<file path="src/rtl/johnson_decoder.sv">
// johnson_decoder
//   Decodes a WIDTH-bit Johnson (twisted-ring) count into its state number,
//   checks legality, and tracks whether successive valid samples step through
//   the sequence in order. Results are registered; latency is one clock.
//
// Parameters
//   WIDTH       Johnson code width (>= 2); the ring has 2*WIDTH states
//   SHIFT_LEFT  1: ring shifts left, inverted MSB enters at bit 0
//               0: ring shifts right, inverted LSB enters at the MSB
//
// Ports
//   clk         clock, rising edge
//   reset       asynchronous active-high reset
//   in_valid    code is sampled this cycle
//   code        Johnson-coded count to decode
//   clear       synchronous clear of tracker state, seq_err and counters
//   out_valid   result registers were updated by the previous edge
//   index       decoded state number 0..2*WIDTH-1 (0 when illegal)
//   legal       sampled code is a ring state
//   step_ok     sample is the successor of the previous legal sample
//   locked      tracker holds a reference sample
//   seq_err     sticky step/legality error flag
//   err_count   saturating error count
//   wrap_count  modulo-256 count of last-state -> state-0 transitions
module johnson_decoder #(
   parameter int WIDTH      = 4,
   parameter bit SHIFT_LEFT = 1'b1,
   localparam int IW        = $clog2(2*WIDTH)
) (
   input  logic          clk,
   input  logic          reset,
   input  logic          in_valid,
   input  logic [WIDTH-1:0] code,
   input  logic          clear,
   output logic          out_valid,
   output logic [IW-1:0] index,
   output logic          legal,
   output logic          step_ok,
   output logic          locked,
   output logic          seq_err,
   output logic [7:0]    err_count,
   output logic [7:0]    wrap_count
);

   localparam logic [0:0]    IDLE  = 1'b0;
   localparam logic [0:0]    TRACK = 1'b1;
   localparam logic [IW-1:0] LAST  = IW'(2*WIDTH-1);

   logic [0:0]    state;
   logic [IW-1:0] prev;

   // One ring step in the configured direction.
   function automatic logic [WIDTH-1:0] ring_next(input logic [WIDTH-1:0] s);
      if (SHIFT_LEFT) return {s[WIDTH-2:0], ~s[WIDTH-1]};
      else            return {~s[0], s[WIDTH-1:1]};
   endfunction

   // Walk the ring from state 0 and match the code against every state;
   // a hit yields both legality and the index in one structure.
   logic          hit;
   logic [IW-1:0] dec;
   logic [WIDTH-1:0] walk;

   always_comb begin
      hit  = 1'b0;
      dec  = '0;
      walk = '0;
      for (int k = 0; k < 2*WIDTH; k++) begin
         if (code == walk) begin
            hit = 1'b1;
            dec = IW'(k);
         end
         walk = ring_next(walk);
      end
   end

   // clear in the same cycle as a sample makes that sample behave as an
   // IDLE-state sample against zeroed counters, so build the "base" view here.
   logic          track_eff;
   logic [7:0]    err_base, wrap_base, err_inc;
   logic [IW-1:0] succ;

   assign track_eff = (state == TRACK) && !clear;
   assign err_base  = clear ? 8'd0 : err_count;
   assign wrap_base = clear ? 8'd0 : wrap_count;
   assign err_inc   = (err_base == 8'hFF) ? 8'hFF : err_base + 8'd1;
   assign succ      = (prev == LAST) ? '0 : prev + IW'(1);
   assign locked    = (state == TRACK);

   always_ff @(posedge clk or posedge reset) begin
      if (reset) begin
         state      <= IDLE;
         prev       <= '0;
         out_valid  <= 1'b0;
         index      <= '0;
         legal      <= 1'b0;
         step_ok    <= 1'b0;
         seq_err    <= 1'b0;
         err_count  <= 8'd0;
         wrap_count <= 8'd0;
      end else begin
         out_valid <= in_valid;
         if (clear) begin
            state      <= IDLE;
            seq_err    <= 1'b0;
            err_count  <= 8'd0;
            wrap_count <= 8'd0;
         end
         // Sample handling below overrides the clear where both apply.
         if (in_valid) begin
            if (hit) begin
               index <= dec;
               legal <= 1'b1;
               prev  <= dec;
               state <= TRACK;
               if (track_eff && dec == succ) begin
                  step_ok <= 1'b1;
                  if (prev == LAST) wrap_count <= wrap_base + 8'd1;
               end else begin
                  step_ok <= 1'b0;
                  if (track_eff) begin
                     seq_err   <= 1'b1;
                     err_count <= err_inc;
                  end
               end
            end else begin
               index     <= '0;
               legal     <= 1'b0;
               step_ok   <= 1'b0;
               seq_err   <= 1'b1;
               err_count <= err_inc;
               state     <= IDLE;
            end
         end
      end
   end

endmodule
</file>
<file path="config.mk">
export PLATFORM = sky130hd
export DESIGN_NAME = johnson_decoder
export DESIGN_NICKNAME = d
export VERILOG_FILES = /design/src/rtl/johnson_decoder.sv
export SDC_FILE = /design/constraint.sdc
export NUM_CORES = 1
export LEC_CHECK = 0
export CAP_MARGIN = 20
export CORE_MARGIN = 5
export CORE_UTILIZATION = 40
export CTS_CLUSTER_DIAMETER = 30
export DETAILED_ROUTE_END_ITERATION = 10
export GPL_TIMING_DRIVEN = 0
export PLACE_DENSITY = 0.74
export SLEW_MARGIN = 25
export SYNTH_ARGS = -nofsm -noshare
export SYNTH_HDL_FRONTEND = slang
export SYNTH_SLANG_ARGS = --single-unit
</file>
<file path="constraint.sdc">
create_clock -name clk -period 3.4 [get_ports clk]
set_clock_uncertainty 0.05 [all_clocks]
set_input_delay 0.34 -clock clk [delete_from_list [all_inputs] [get_ports clk]]
set_output_delay 0.34 -clock clk [all_outputs]
set_load 0.005 [all_outputs]
</file>
* After elaboration in Yosys (flattened, before gate mapping)
Index checks and enable logic that the tools add are counted.
W data, S select, Z words.
** Storage, ports and cells
- Bits in registers :: 27
- Memories :: 0
- RAM bits :: 0
- Latch bits :: 0
- Memory bits (read-only) :: 0
- Output and inout port bits :: 24
** Operators by class
- Multiplexer cells :: 38
- $mul :: 0
- Bitwise gates (word level) :: 0
- Order comparisons :: 0
- Shift-type cells :: 0
- Equal/unequal tests :: 10
- Divide/modulo/power cells :: 0
- Reduce and logical (&&, ||, !) cells :: 6
- Add/sub/neg operators :: 3
** Operator list (number)
- $mux W8 :: 11
- $mux W1 :: 19
- $mux W3 :: 6
- $add A8 B1 Y8 const B :: 2
- $eq A4 B4 Y1 const B :: 4
- $eq A8 B8 Y1 const B :: 1
- $eq A4 B1 Y1 const B :: 1
- $eq A4 B2 Y1 const B :: 1
- $eq A4 B3 Y1 const B :: 1
- $logic_not A4 Y1 :: 1
- $mux W2 :: 2
- $add A3 B1 Y3 const B :: 1
- $eq A3 B3 Y1 :: 1
- $eq A3 B3 Y1 const B :: 1
- $logic_and A1 B1 Y1 :: 2
- $reduce_and A2 Y1 :: 1
- $reduce_bool A2 Y1 :: 1
- $logic_not A1 Y1 :: 1

* Depth between registers and ports, before layout
Gate-level depths: netlist (run 1).
- Word-level depth :: 13
- Gate-level depth with buffers :: 10

* Worst setup path after synthesis (run 1)
OpenSTA, ideal clock, no wires.
- Path kind :: register -> register
- Start point :: reg prev[0]
- End point :: reg wrap_count[7]
- Setup slack :: 0.685 ns
- Clock period less this slack :: 2.715 ns
- Stages on the path, launching flop included :: 9
- Library setup time :: 0.078 ns
- Buffers on the path :: 0
- Arrival time :: 2.587 ns
- Cells stage by stage :: dfrtp_1 -> ha_1 -> ha_1 -> or4b_1 -> o211ai_2 -> o221ai_2 -> or4_4 -> or3_1 -> a21oi_1
** On the way
- Word-level cells in the longest chain between the ends :: 7
** Ends and longest elaborated chain
- from (decl) :: RTL line 50 : logic [IW-1:0] prev;
- from (signal assigned) :: RTL line 93 : prev <= '0;
- from (signal assigned) :: RTL line 114 : prev <= dec;
- $add A3 B1 Y3 / $eq A3 B3 Y1 (equally long branches) :: RTL line 87, 118
- $mux W3 :: RTL line 87 : assign succ = (prev == LAST) ? '0 : prev + IW'(1);
- $eq A3 B3 Y1 :: RTL line 116 : if (track_eff && dec == succ) begin
- $logic_and A1 B1 Y1 :: RTL line 116
- $mux W8 (*) :: RTL line 116
- $mux W8 (*) :: RTL line 111 : if (hit) begin
- $mux W8 (*) :: RTL line 110 : if (in_valid) begin
- to (signal assigned) :: RTL line 118 : if (prev == LAST) wrap_count <= wrap_base + 8'd1;
- to (decl) :: RTL line 42 : output logic [7:0] wrap_count
Mark *: on every way between the ends. The rest lies on a longest branch, timed or not.
A chain may end at the register's enable or synchronous reset.

* Worst setup path after layout (run 1)
Ends and elaborated chain as after synthesis.

==> results of run 1 <==
[logic make-up (layout without fill, tap and decap cells)]
| logic type | after synthesis | count (layout) | synth area share, % |
|---|---|---|---|
| buffers and inverters | 18 | 52 | 5.60 |
| XOR/XNOR | 10 | 10 | 5.37 |
| flip-flops | 27 | 27 | 41.4 |
| AO/OA/AOI/OAI | 43 | 43 | 16.9 |
| adder cells (fa/ha/maj) | 4 | 4 | 3.07 |
| AND/OR/NAND/NOR | 71 | 71 | 24.6 |
| multiplexers | 4 | 4 | 3.07 |
[sequential cells by signal (all words and copies together), names as in the netlist, 3 cells and up]
register and cells:
err_count 8, index 3, prev 3, wrap_count 8
[layout make-up]
type	count	area (um2)	share of cell area [%]
Multi-Input combinational cell	132	863	42.3
Sequential cell	27	676	33.1
Timing Repair Buffer	30	300	14.7
Tap cell	50	62.6	3.07
Buffer	8	53.8	2.64
Clock buffer	3	41.3	2.02
Inverter	10	37.5	1.84
Clock inverter	1	5.00	0.245
[stage by stage]
stage | instance area [um2] | hold slack [ps] | total power (uW)
floorplan | 1630 | 321 | 466
CTS | 2040 | 329 | 713
global route | 2040 | 347 | 745
finish | 2040 | 326 | 710
detailed placement | 1990 | 430 | 526
global placement | 1990 | 420 | 522
[per-layer routing]
| layer | vias to the layer above | track usage, % | share of wire, % | wire, um |
|---|---|---|---|---|
| met5 | - | 0 | 0 | 0 |
| li1 | 708 | - | - | - |
| met1 | 688 | 18.4 | 46 | 1640 |
| met2 | 29 | 23.8 | 48 | 1710 |
| met3 | 5 | 1.50 | 4.3 | 152 |
| met4 | 0 | 6.24 | 1.8 | 65 |
[worst paths after layout]
check,cells past startpoint,slack [ps],to,from
max in group asynchronous,2,2540,prev[2]$_DFFE_PP0P_,reset
hold reg to reg,2,450,prev[1]$_DFFE_PP0P_,prev[1]$_DFFE_PP0P_
min in group asynchronous,2,380,wrap_count[5]$_DFF_PP0_,reset
setup reg to reg,8,440,wrap_count[7]$_DFF_PP0_,prev[0]$_DFFE_PP0P_
setup / recovery,8,440,wrap_count[7]$_DFF_PP0_,prev[0]$_DFFE_PP0P_
hold / removal,3,330,prev[0]$_DFFE_PP0P_,code[2]
[cells in the mapped netlist, types with 4 or more instances]
library cell	n
sky130_fd_sc_hd__dfrtp_1	27
sky130_fd_sc_hd__nand2_1	17
sky130_fd_sc_hd__o21ai_0	15
sky130_fd_sc_hd__inv_1	10
sky130_fd_sc_hd__a21oi_1	9
sky130_fd_sc_hd__nand3_1	9
sky130_fd_sc_hd__nor2_1	9
sky130_fd_sc_hd__xnor2_1	7
sky130_fd_sc_hd__nand2b_1	6
sky130_fd_sc_hd__nor2b_1	6
sky130_fd_sc_hd__ha_1	4
sky130_fd_sc_hd__nor3_1	4
[report_power, final]
part / switching, uW / leakage, uW / internal, uW
Sequential: 15.6 / 0.000360 / 339
Clock: 108 / 0.0000255 / 82.5
Combinational: 88.5 / 0.000434 / 76.6
[critical path, cell delays in order (launching register included)]
cell	delay [ps]
sky130_fd_sc_hd__dfrtp_1	450
sky130_fd_sc_hd__ha_1	220
sky130_fd_sc_hd__ha_1	340
sky130_fd_sc_hd__xor2_1	160
sky130_fd_sc_hd__o32ai_1	450
sky130_fd_sc_hd__o221ai_2	240
sky130_fd_sc_hd__or4_4	480
sky130_fd_sc_hd__or3_1	360
sky130_fd_sc_hd__a21oi_1	140
==> run summary, run 1 <==
The die outline area is 5450 um2, and the post-CTS resize count is 0. Fill cells in the final layout number 392. After synthesis, the share of flip-flops with an asynchronous set or reset is 100%. Along the worst path, the maximum fanout reaches 6.

The worst setup path is of the flip-flop to flip-flop kind. The hold violation count in the final report is 0. From synthesis to final layout, the design area changed by 25.1%.

The number of enable flip-flop cells after synthesis was 0; the number of nets in the layout was 224. For the final weighted congestion in routability-driven placement, the log shows 0.795. Leaving out fill and tap cells, the most frequent cell in the layout is sky130_fd_sc_hd__clkdlybuf4s50_1. Minimum clock period: 2960 ps. The run gives 337 MHz as the top achievable clock speed. For this run, the register share of the synthesized area comes to 41.4%. At the worst endpoint, the arrival time is 3120 ps. The tools report the maximum buffer depth of the clock tree as 2. The pin count of the biggest net entering global routing came out at 28. At the end of the flow the core is filled with cells to 51.4%. Global routing consumed, over all layers together, 14.2% of the routing resources.

The required time reported for the critical path endpoint was 3560 ps; the number of setup buffers added after CTS was 0. Of the post-synthesis cell area, the dominant cell type holds 41.4%. For the instance count of the mapped netlist, the log shows 177. The total half-perimeter wirelength after legalization and detailed placement is 2650 um, and the synthesis-stage register bit count is 27. The DRC marker count from the first detailed-route iteration is 66. The number of cells in the finished layout apart from fillers was 261; the number of global-route vias before repair was 1,348. Across all setup checks in the final design, the least slack found is 435 ps. Measured along the x axis, the die boundary spans 73.8 um. The detailed-route vias per instance works out to 5.48. The critical path capture point type was a flip-flop. Summed over all failing endpoints, the final setup total negative slack is 0 ps. Count of antenna diodes in the layout: 0.

After detailed routing, the number of remaining DRC violations is 0. Max-cap violations in this run came to 0. The logs give 1630 um2 for the mapped cell area and 0 for the final setup violation count.

During placement, the flow inserted port buffers numbering 30. The worst-case setup slack after placement was 484 ps; the per-cell routed wire length was 13.7 um. In the layout the commonest cells are sky130_fd_sc_hd__clkdlybuf4s50_1 (30), sky130_fd_sc_hd__dfrtp_1 (27), sky130_fd_sc_hd__nand2_1 (17), sky130_fd_sc_hd__o21ai_0 (15). The leakage power summed over all cells was 0.000819 uW; the clock-pin slew on the worst setup and hold paths was 100 ps.

The tools report the number of max-slew violations in the final report as 0. The power per standard cell area was 348 nW/um2; the standard-cell row count was 23. The worst hold path belongs to the class input port to flip-flop. The final worst-path cycle share works out to 87.2%. The run finished with clean final reports. Dividing the synthesized area by the synthesized cell count gives 9.21 um2. By area the synthesized netlist is led by sky130_fd_sc_hd__dfrtp_1 (41%), sky130_fd_sc_hd__o21ai_0 (4.6%), sky130_fd_sc_hd__nand2_1 (3.9%). The dominant cell type by area after synthesis was sky130_fd_sc_hd__dfrtp_1.

Yosys mapped the design onto 47 distinct sky130hd cell types. Buffers inserted to repair hold after CTS numbered 0. Once the floorplan was initialized, standard cells occupied 41.1% of the core. The TritonCTS buffer count is 3, and the transition time of the tightest slew-check pin is 626 ps.

For the remaining max-slew budget at the tightest pin, the log shows 58.0%. For the number of routed nets with antenna violations, the log shows 0. The logs give 0 for the number of antenna violations at the first check in global routing and 0.000132 V for the worst voltage drop across the vdd grid. After global routing the overflow that remains totals 0.

In the synthesized netlist the dominant register cell turns out to be sky130_fd_sc_hd__dfrtp_1. The final layout contains routed wiring with a total length of 3570 um. The kind of launch point of the worst setup path was a flip-flop. The floorplan step defined a core boundary enclosing 3970 um2. In the final layout, the share of cells above drive strength 1 is 9.00%.

The floorplan step set the die height to 73.8 um. In this run the count of I/O pins placed on the die edge is 32. For this design, the sink count on the clock tree is 27.

After detailed placement, the design holds a cell count of 257. CTS placed an instance of sky130_fd_sc_hd__clkbuf_8 at the clock tree root. The first-pass GRT wire length came out at 6030 um. TritonCTS built the clock tree.

The Yosys step of the flow raised 0 warnings. Setup repair after global routing left no endpoint under its margin. The deepest level of the CTS H-tree came out at 1. The later pin in the worst-skew pair is clocked with a latency of 280 ps. Across all layers, the routed design uses 1,430 vias. The logs give 189 for the net count after synthesis and 4 for the iteration count of the initial detailed-routing pass.
Note: power is estimated with default switching activity, not from simulation.
==> run 2: changes to the inputs <==
Settings changed: CAP_MARGIN 20 to 10.
==> results of run 2 <==
Final layout, timing and power as in run 1 (identical DEF).
==> run 3: changes to the inputs <==
Settings changed: SLEW_MARGIN 25 to 20.
Clock period 3.4 ns to 3.6 ns, I/O delays scaled along.
==> results of run 3 <==
The final DEF is identical to that of run 1. Status: finished clean.
Main changes from that run: setup slack after placement 484 ps -> 680 ps; setup slack after layout 435 ps -> 635 ps; hold slack 326 ps -> 346 ps; register-to-register setup slack 440 ps -> 640 ps; total power 710 uW -> 671 uW; worst IR drop on VDD 0.000132 V -> 0.000125 V
